File: config.mk
export PLATFORM = sky130hd
export DESIGN_NAME = z80_io_frontend
export DESIGN_NICKNAME = d
export VERILOG_FILES = /design/src/rtl/zube_pkg.sv /design/src/rtl/z80_strobe_sync.sv /design/src/rtl/z80_io_frontend.sv
export SDC_FILE = /design/constraint.sdc
export NUM_CORES = 1
export LEC_CHECK = 0
export CAP_MARGIN = 20
export CORE_ASPECT_RATIO = 2
export CORE_MARGIN = 3
export CORE_UTILIZATION = 50
export DETAILED_ROUTE_END_ITERATION = 16
export PLACE_DENSITY = 0.85
export SETUP_SLACK_MARGIN = 0.02
export SYNTH_ARGS = -nofsm -noshare
export SYNTH_HDL_FRONTEND = slang
export SYNTH_SLANG_ARGS = --single-unit
File: constraint.sdc
create_clock -name clk -period 3.1 [get_ports clk]
set_clock_uncertainty 0.1 [all_clocks]
set_input_delay 0.62 -clock clk [delete_from_list [all_inputs] [get_ports clk]]
set_output_delay 0.62 -clock clk [all_outputs]
set_load 0.05 [all_outputs]
File: src/rtl/zube_pkg.sv
// Shared types and constants for the zube I/O bridge Z80 front-end.
package zube_pkg;

    typedef enum logic [2:0] {
        ST_IDLE       = 3'd0,
        ST_SETTLE_W   = 3'd1,
        ST_SETTLE_R   = 3'd2,
        ST_WRITE_HOLD = 3'd3,
        ST_READ_WAIT  = 3'd4,
        ST_READ_DRIVE = 3'd5,
        ST_IGNORE     = 3'd6
    } state_t;

    localparam logic PORT_DATA      = 1'b0;
    localparam logic PORT_STATUS    = 1'b1;
    localparam logic SYNC_RESET_VAL = 1'b1;

    // Returns {hit, port}; base+1 wraps within 8 bits.
    function automatic logic [1:0] decode_window(input logic [7:0] addr, input logic [7:0] base);
        logic [7:0] base_next;
        base_next = base + 8'd1;
        if (addr == base)
            decode_window = {1'b1, PORT_DATA};
        else if (addr == base_next)
            decode_window = {1'b1, PORT_STATUS};
        else
            decode_window = 2'b00;
    endfunction

endpackage

File: src/rtl/z80_strobe_sync.sv
// Multi-flop synchroniser for one active-low Z80 strobe; resets to the inactive level.
module z80_strobe_sync
    import zube_pkg::*;
#(
    parameter int SYNC_STAGES = 2
) (
    input  logic clk,
    input  logic reset,
    input  logic strobe_async_b,
    output logic strobe_sync_b
);

    logic [SYNC_STAGES-1:0] stages;

    always_ff @(posedge clk or posedge reset) begin
        if (reset)
            stages <= {SYNC_STAGES{SYNC_RESET_VAL}};
        else
            stages <= {stages[SYNC_STAGES-2:0], strobe_async_b};
    end

    assign strobe_sync_b = stages[SYNC_STAGES-1];

endmodule

File: src/rtl/z80_io_frontend.sv
// Z80 bus front-end: strobe sync/settle, two-port window decode, write pulse and read handshake.
// Optional Z80_WAIT_EN adds z80_wait_b to stall the Z80 until read data is on the bus.
module z80_io_frontend
    import zube_pkg::*;
#(
    parameter int SYNC_STAGES   = 2,
    parameter int SETTLE_CYCLES = 2
) (
    input  logic       clk,
    input  logic       reset,
    input  logic       z80_write_strobe_b,
    input  logic       z80_read_strobe_b,
    input  logic [7:0] z80_address_bus,
    input  logic [7:0] z80_data_bus_in,
    input  logic [7:0] base_address,
    output logic       wr_valid,
    output logic       wr_port,
    output logic [7:0] wr_data,
    output logic       rd_req,
    output logic       rd_port,
    input  logic       rd_ack,
    input  logic [7:0] rd_data,
    output logic [7:0] z80_data_bus_out,
    output logic       z80_bus_dir
`ifdef Z80_WAIT_EN
    ,
    output logic       z80_wait_b
`endif
);

    localparam int CNT_W = $clog2(SETTLE_CYCLES + 1);
    localparam logic [CNT_W-1:0] SETTLE_CNT = CNT_W'(SETTLE_CYCLES);

    state_t           state, state_d;
    logic [CNT_W-1:0] cnt, cnt_d;
    logic             wr_s, rd_s;
    logic             settle_done, hit, port;
    logic             wr_valid_d, wr_port_d, rd_req_d, rd_port_d, bus_dir_d;
    logic [7:0]       wr_data_d, bus_out_d;

    z80_strobe_sync #(.SYNC_STAGES(SYNC_STAGES)) u_sync_wr (
        .clk(clk), .reset(reset), .strobe_async_b(z80_write_strobe_b), .strobe_sync_b(wr_s)
    );

    z80_strobe_sync #(.SYNC_STAGES(SYNC_STAGES)) u_sync_rd (
        .clk(clk), .reset(reset), .strobe_async_b(z80_read_strobe_b), .strobe_sync_b(rd_s)
    );

    assign settle_done = (cnt == SETTLE_CNT);
    assign {hit, port} = decode_window(z80_address_bus, base_address);

`ifdef Z80_WAIT_EN
    logic wait_q, wait_d;
    // Pull wait low already in the capture cycle of a read hit, ahead of the registered term.
    assign z80_wait_b = wait_q & ~((state == ST_SETTLE_R) & settle_done & hit);
`endif

    always_comb begin
        state_d    = state;
        cnt_d      = cnt;
        wr_valid_d = 1'b0;
        wr_port_d  = wr_port;
        wr_data_d  = wr_data;
        rd_req_d   = 1'b0;
        rd_port_d  = rd_port;
        bus_out_d  = z80_data_bus_out;
        bus_dir_d  = z80_bus_dir;
`ifdef Z80_WAIT_EN
        wait_d     = wait_q;
`endif
        case (state)
            ST_IDLE: begin
                cnt_d = '0;
                if (!wr_s && rd_s) begin
                    state_d = ST_SETTLE_W;
                    cnt_d   = CNT_W'(1);
                end else if (!rd_s && wr_s) begin
                    state_d = ST_SETTLE_R;
                    cnt_d   = CNT_W'(1);
                end else if (!wr_s && !rd_s) begin
                    state_d = ST_IGNORE;
                end
            end
            ST_SETTLE_W: begin
                if (settle_done) begin
                    if (hit) begin
                        wr_valid_d = 1'b1;
                        wr_port_d  = port;
                        wr_data_d  = z80_data_bus_in;
                        state_d    = ST_WRITE_HOLD;
                    end else begin
                        state_d = ST_IGNORE;
                    end
                end else if (wr_s) begin
                    state_d = ST_IDLE;
                end else begin
                    cnt_d = cnt + CNT_W'(1);
                end
            end
            ST_SETTLE_R: begin
                if (settle_done) begin
                    if (hit) begin
                        rd_req_d  = 1'b1;
                        rd_port_d = port;
                        state_d   = ST_READ_WAIT;
`ifdef Z80_WAIT_EN
                        wait_d    = 1'b0;
`endif
                    end else begin
                        state_d = ST_IGNORE;
                    end
                end else if (rd_s) begin
                    state_d = ST_IDLE;
                end else begin
                    cnt_d = cnt + CNT_W'(1);
                end
            end
            ST_WRITE_HOLD: begin
                if (wr_s)
                    state_d = ST_IDLE;
            end
            ST_READ_WAIT: begin
                // A released strobe wins over a same-cycle ack: the Z80 cycle is already over.
                if (rd_s) begin
                    state_d = ST_IDLE;
`ifdef Z80_WAIT_EN
                    wait_d  = 1'b1;
`endif
                end else if (rd_ack) begin
                    bus_out_d = rd_data;
                    bus_dir_d = 1'b1;
                    state_d   = ST_READ_DRIVE;
`ifdef Z80_WAIT_EN
                    wait_d    = 1'b1;
`endif
                end
            end
            ST_READ_DRIVE: begin
                if (rd_s) begin
                    bus_dir_d = 1'b0;
                    state_d   = ST_IDLE;
                end
            end
            ST_IGNORE: begin
                if (wr_s && rd_s)
                    state_d = ST_IDLE;
            end
            default: state_d = ST_IDLE;
        endcase
    end

    always_ff @(posedge clk or posedge reset) begin
        if (reset) begin
            state            <= ST_IDLE;
            cnt              <= '0;
            wr_valid         <= 1'b0;
            wr_port          <= 1'b0;
            wr_data          <= 8'h00;
            rd_req           <= 1'b0;
            rd_port          <= 1'b0;
            z80_data_bus_out <= 8'h00;
            z80_bus_dir      <= 1'b0;
        end else begin
            state            <= state_d;
            cnt              <= cnt_d;
            wr_valid         <= wr_valid_d;
            wr_port          <= wr_port_d;
            wr_data          <= wr_data_d;
            rd_req           <= rd_req_d;
            rd_port          <= rd_port_d;
            z80_data_bus_out <= bus_out_d;
            z80_bus_dir      <= bus_dir_d;
        end
    end

`ifdef Z80_WAIT_EN
    always_ff @(posedge clk or posedge reset) begin
        if (reset)
            wait_q <= 1'b1;
        else
            wait_q <= wait_d;
    end
`endif

endmodule

==> flow_metrics.py, run 1 <==
metrics = {
    "synth": {
        "ys.flop_type": "dfrtp_1",
        "async_flop_share": 1.00,
        "synth-edff-count": 0,
        "syn-num-nets": 227,
        "seq_area_frac_synth": 0.402,
        "synth_area_um2": 1880,
        "synth.distinct_cells": 49,
        "synth_warnings": 0,
        "ys_ff_latch": 30,
        "synth_area_per_cell_um2": 10.2,
        "synth_cells": 185,
    },
    "power": {
        "ir_worst_vdd_v": 0.000624,
        "p_leak_nw": 1.06,
        "total_power_mw": 1.66,
        "powerDensity_nw_per_um2": 646,
    },
    "floorplanning": {
        "io_pins": 58,
        "die_w_um": 49.3,
        "die_area_um2": 4570,
        "start_util": 0.538,
        "chipHeight_um": 92.7,
        "num_rows": 30,
        "core_um2": 3490,
    },
    "sta": {
        "slew-limit-headroom": 0.615,
        "fin_crit_sh": 0.898,
        "rsz0062_at_grt": "no",
        "tns_ns": 0,
        "setup_violations": 0,
        "setup_ws_ns": 0.317,
        "tightest_slew_ns": 0.578,
        "hold_viol_final": 0,
        "drv_slew": 0,
        "post-route-min-period_ns": 2.78,
        "max_freq_mhz": 359,
    },
    "job": {
        "maxCapViolCount": 0,
    },
    "finish": {
        "area_delta_synth_final_pct": 37.0,
        "final_common_cell": "clkdlybuf4s50_1",
        "layout-drive-gt1-share": 0.147,
        "antenna_cells": 0,
        "fin_nets": 286,
        "layout_common_cells": "clkdlybuf4s50_1, dfrtp_1, nand2_1",
    },
    "clock_tree": {
        "cts_tree": "yes",
        "cts_inserted_buffers": 5,
        "cts_resized": 0,
        "cts.sinks": 30,
        "cts_setup_buffers": 0,
        "htreeDepth": 2,
        "clkLatencyLatePin_ns": 0.28,
        "clock_path_buffers": 2,
        "path_clk_slew_ns": 0.06,
        "hold_buffers": 0,
        "clockRootBuffer": "clkbuf_8",
    },
    "route": {
        "ant_nets": 0,
        "firstDrtPassIters": 4,
        "drt-vias-per-instance": 5.51,
        "wl_per_cell_um": 15.8,
        "drtIter0Drc": 24,
        "via_count": 1615,
        "routed_wl_um": 4640,
        "drc": 0,
    },
    "worst_hold_path": {
        "min_to": "u_sync_rd.stages[1]",
        "hold_start": "u_sync_rd.stages[0]",
        "holdPathStages": 0,
        "holdCritPathClass": "reg -> reg",
    },
    "setup_path": {
        "ff2ff_path_depth": 7,
        "critPathMaxStageDelay_ns": 0.54,
        "rr_endpoint": "wr_data[4]",
        "critical_path.max_fanout": 8,
        "crit_buf_inv": 1,
        "critPathArrivalTime_ns": 2.82,
        "critPathTopFamily": "simple AND/OR/NAND/NOR gates",
        "slowest_stage": "clkdlybuf4s50_1",
        "critPathKind": "in -> reg",
        "startpoint": "base_address[1]",
        "startpoint_type": "primary input",
        "timing.rr.start": "cnt[0]",
        "endpoint_kind": "flop",
        "critPathRequiredTime_ns": 3.14,
        "ff2ff_setup_slack_ns": 0.76,
        "path_cells": "clkdlybuf4s50_1, ha_1, nand3_1, or3_1, a211oi_1, and4_1, o32ai_1",
    },
    "outcome": {
        "status": "complete, no violations",
    },
    "place": {
        "dp_slack_ns": 0.0261,
        "io_buffers": 57,
        "place.gp.congestion": 0.847,
        "hpwl_um": 3810,
    },
    "grt": {
        "grt_use_total": 0.225,
        "grt_pass1_vias": 1700,
        "grt_pass1_wl_um": 7650,
        "gr-total-overflow": 0,
        "antenna_found_initial": 0,
        "grt_max_degree": 31,
    },
}
-- worst max-delay path by stage --
| stage | depth (start not counted) | to | slack (ns) |
|---|---|---|---|
| final | 7 | wr_data[4] | 0.32 |
| after CTS | 7 | wr_data[7] | 0.32 |
| after global routing | 7 | wr_data[7] | 0.11 |
| after floorplan | 7 | wr_data[0] | 0.88 |
| after detailed placement | 7 | wr_data[4] | 0.03 |
| after global placement | 7 | wr_data[7] | 0.1 |
-- power breakdown --
group | total, mW | switching (mW) | internal, mW | leakage (nW)
Combinational | 0.759 | 0.433 | 0.326 | 0.638
Clock | 0.322 | 0.143 | 0.179 | 0.0482
Sequential | 0.582 | 0.0985 | 0.483 | 0.378
-- per-layer routing --
layer	part of all wire	GRT usage	wire, um	up-vias
li1	-	-	-	776
met1	0.32	0.198	1490	776
met2	0.62	0.446	2850	47
met3	0.021	0.0225	98	16
met4	0.043	0.159	197	0
met5	0	0	0	-
-- registers in the layout, summed over array words and instances, names as in the netlist --
signal,cells
wr_valid,1
wr_port,1
z80_bus_dir,1
rd_port,1
state,3
wr_data,8
cnt,2
rd_req,1
u_sync_wr.stages,2
u_sync_rd.stages,2
z80_data_bus_out,8
-- stage by stage --
step	instances	hold WS [ns]	utilization	area (um^2)
after floorplan	185	0.245	-	1880
after global placement	285	0.255	0.711	2480
after detailed placement	285	0.252	0.711	2480
after CTS	293	0.255	0.737	2570
after global routing	293	0.259	0.737	2570
final	293	0.253	0.737	2570
-- cell type report --
cell class                 count  area (um^2)
timing repair buffer          61          601
clock buffer                   7         86.3
sequential                    30          756
fill                         276          917
tap                           48         60.1
multi-input combinational    132         1010
inverter                      14         52.6
clock inverter                 1         5.00
-- kinds of logic (layout without fill, tap and decap cells) --
logic type | Yosys count | in the layout | synth area share
adder cells (fa/ha/maj) | 5 | 5 | 0.0333
XOR/XNOR | 13 | 13 | 0.0680
flip-flops | 30 | 30 | 0.402
buffers and inverters | 23 | 83 | 0.0580
AND/OR/NAND/NOR | 60 | 60 | 0.170
AO/OA/AOI/OAI | 44 | 44 | 0.210
multiplexers | 10 | 10 | 0.0586
-- Yosys cell counts, types with 4 or more instances --
cell type | n | area share
a21oi_1 | 9 | 0.024
clkbuf_1 | 5 | 0.010
dfrtp_1 | 26 | 0.35
dfstp_2 | 4 | 0.056
ha_1 | 5 | 0.033
inv_1 | 14 | 0.028
mux2_2 | 8 | 0.048
nand2_1 | 16 | 0.032
nand2b_1 | 6 | 0.020
nor2_1 | 14 | 0.028
nor2b_1 | 5 | 0.017
nor3_1 | 4 | 0.011
o21ai_0 | 9 | 0.024
o32ai_2 | 6 | 0.052
xnor2_1 | 8 | 0.037
xor2_1 | 4 | 0.019
Note: power is estimated with default switching activity, not from simulation.
==> inputs of run 2 (changes only) <==
GPL_ROUTABILITY_DRIVEN = 0   (was unset)
==> results of run 2 <==
Final layout, timing and power as in run 1 (identical DEF).
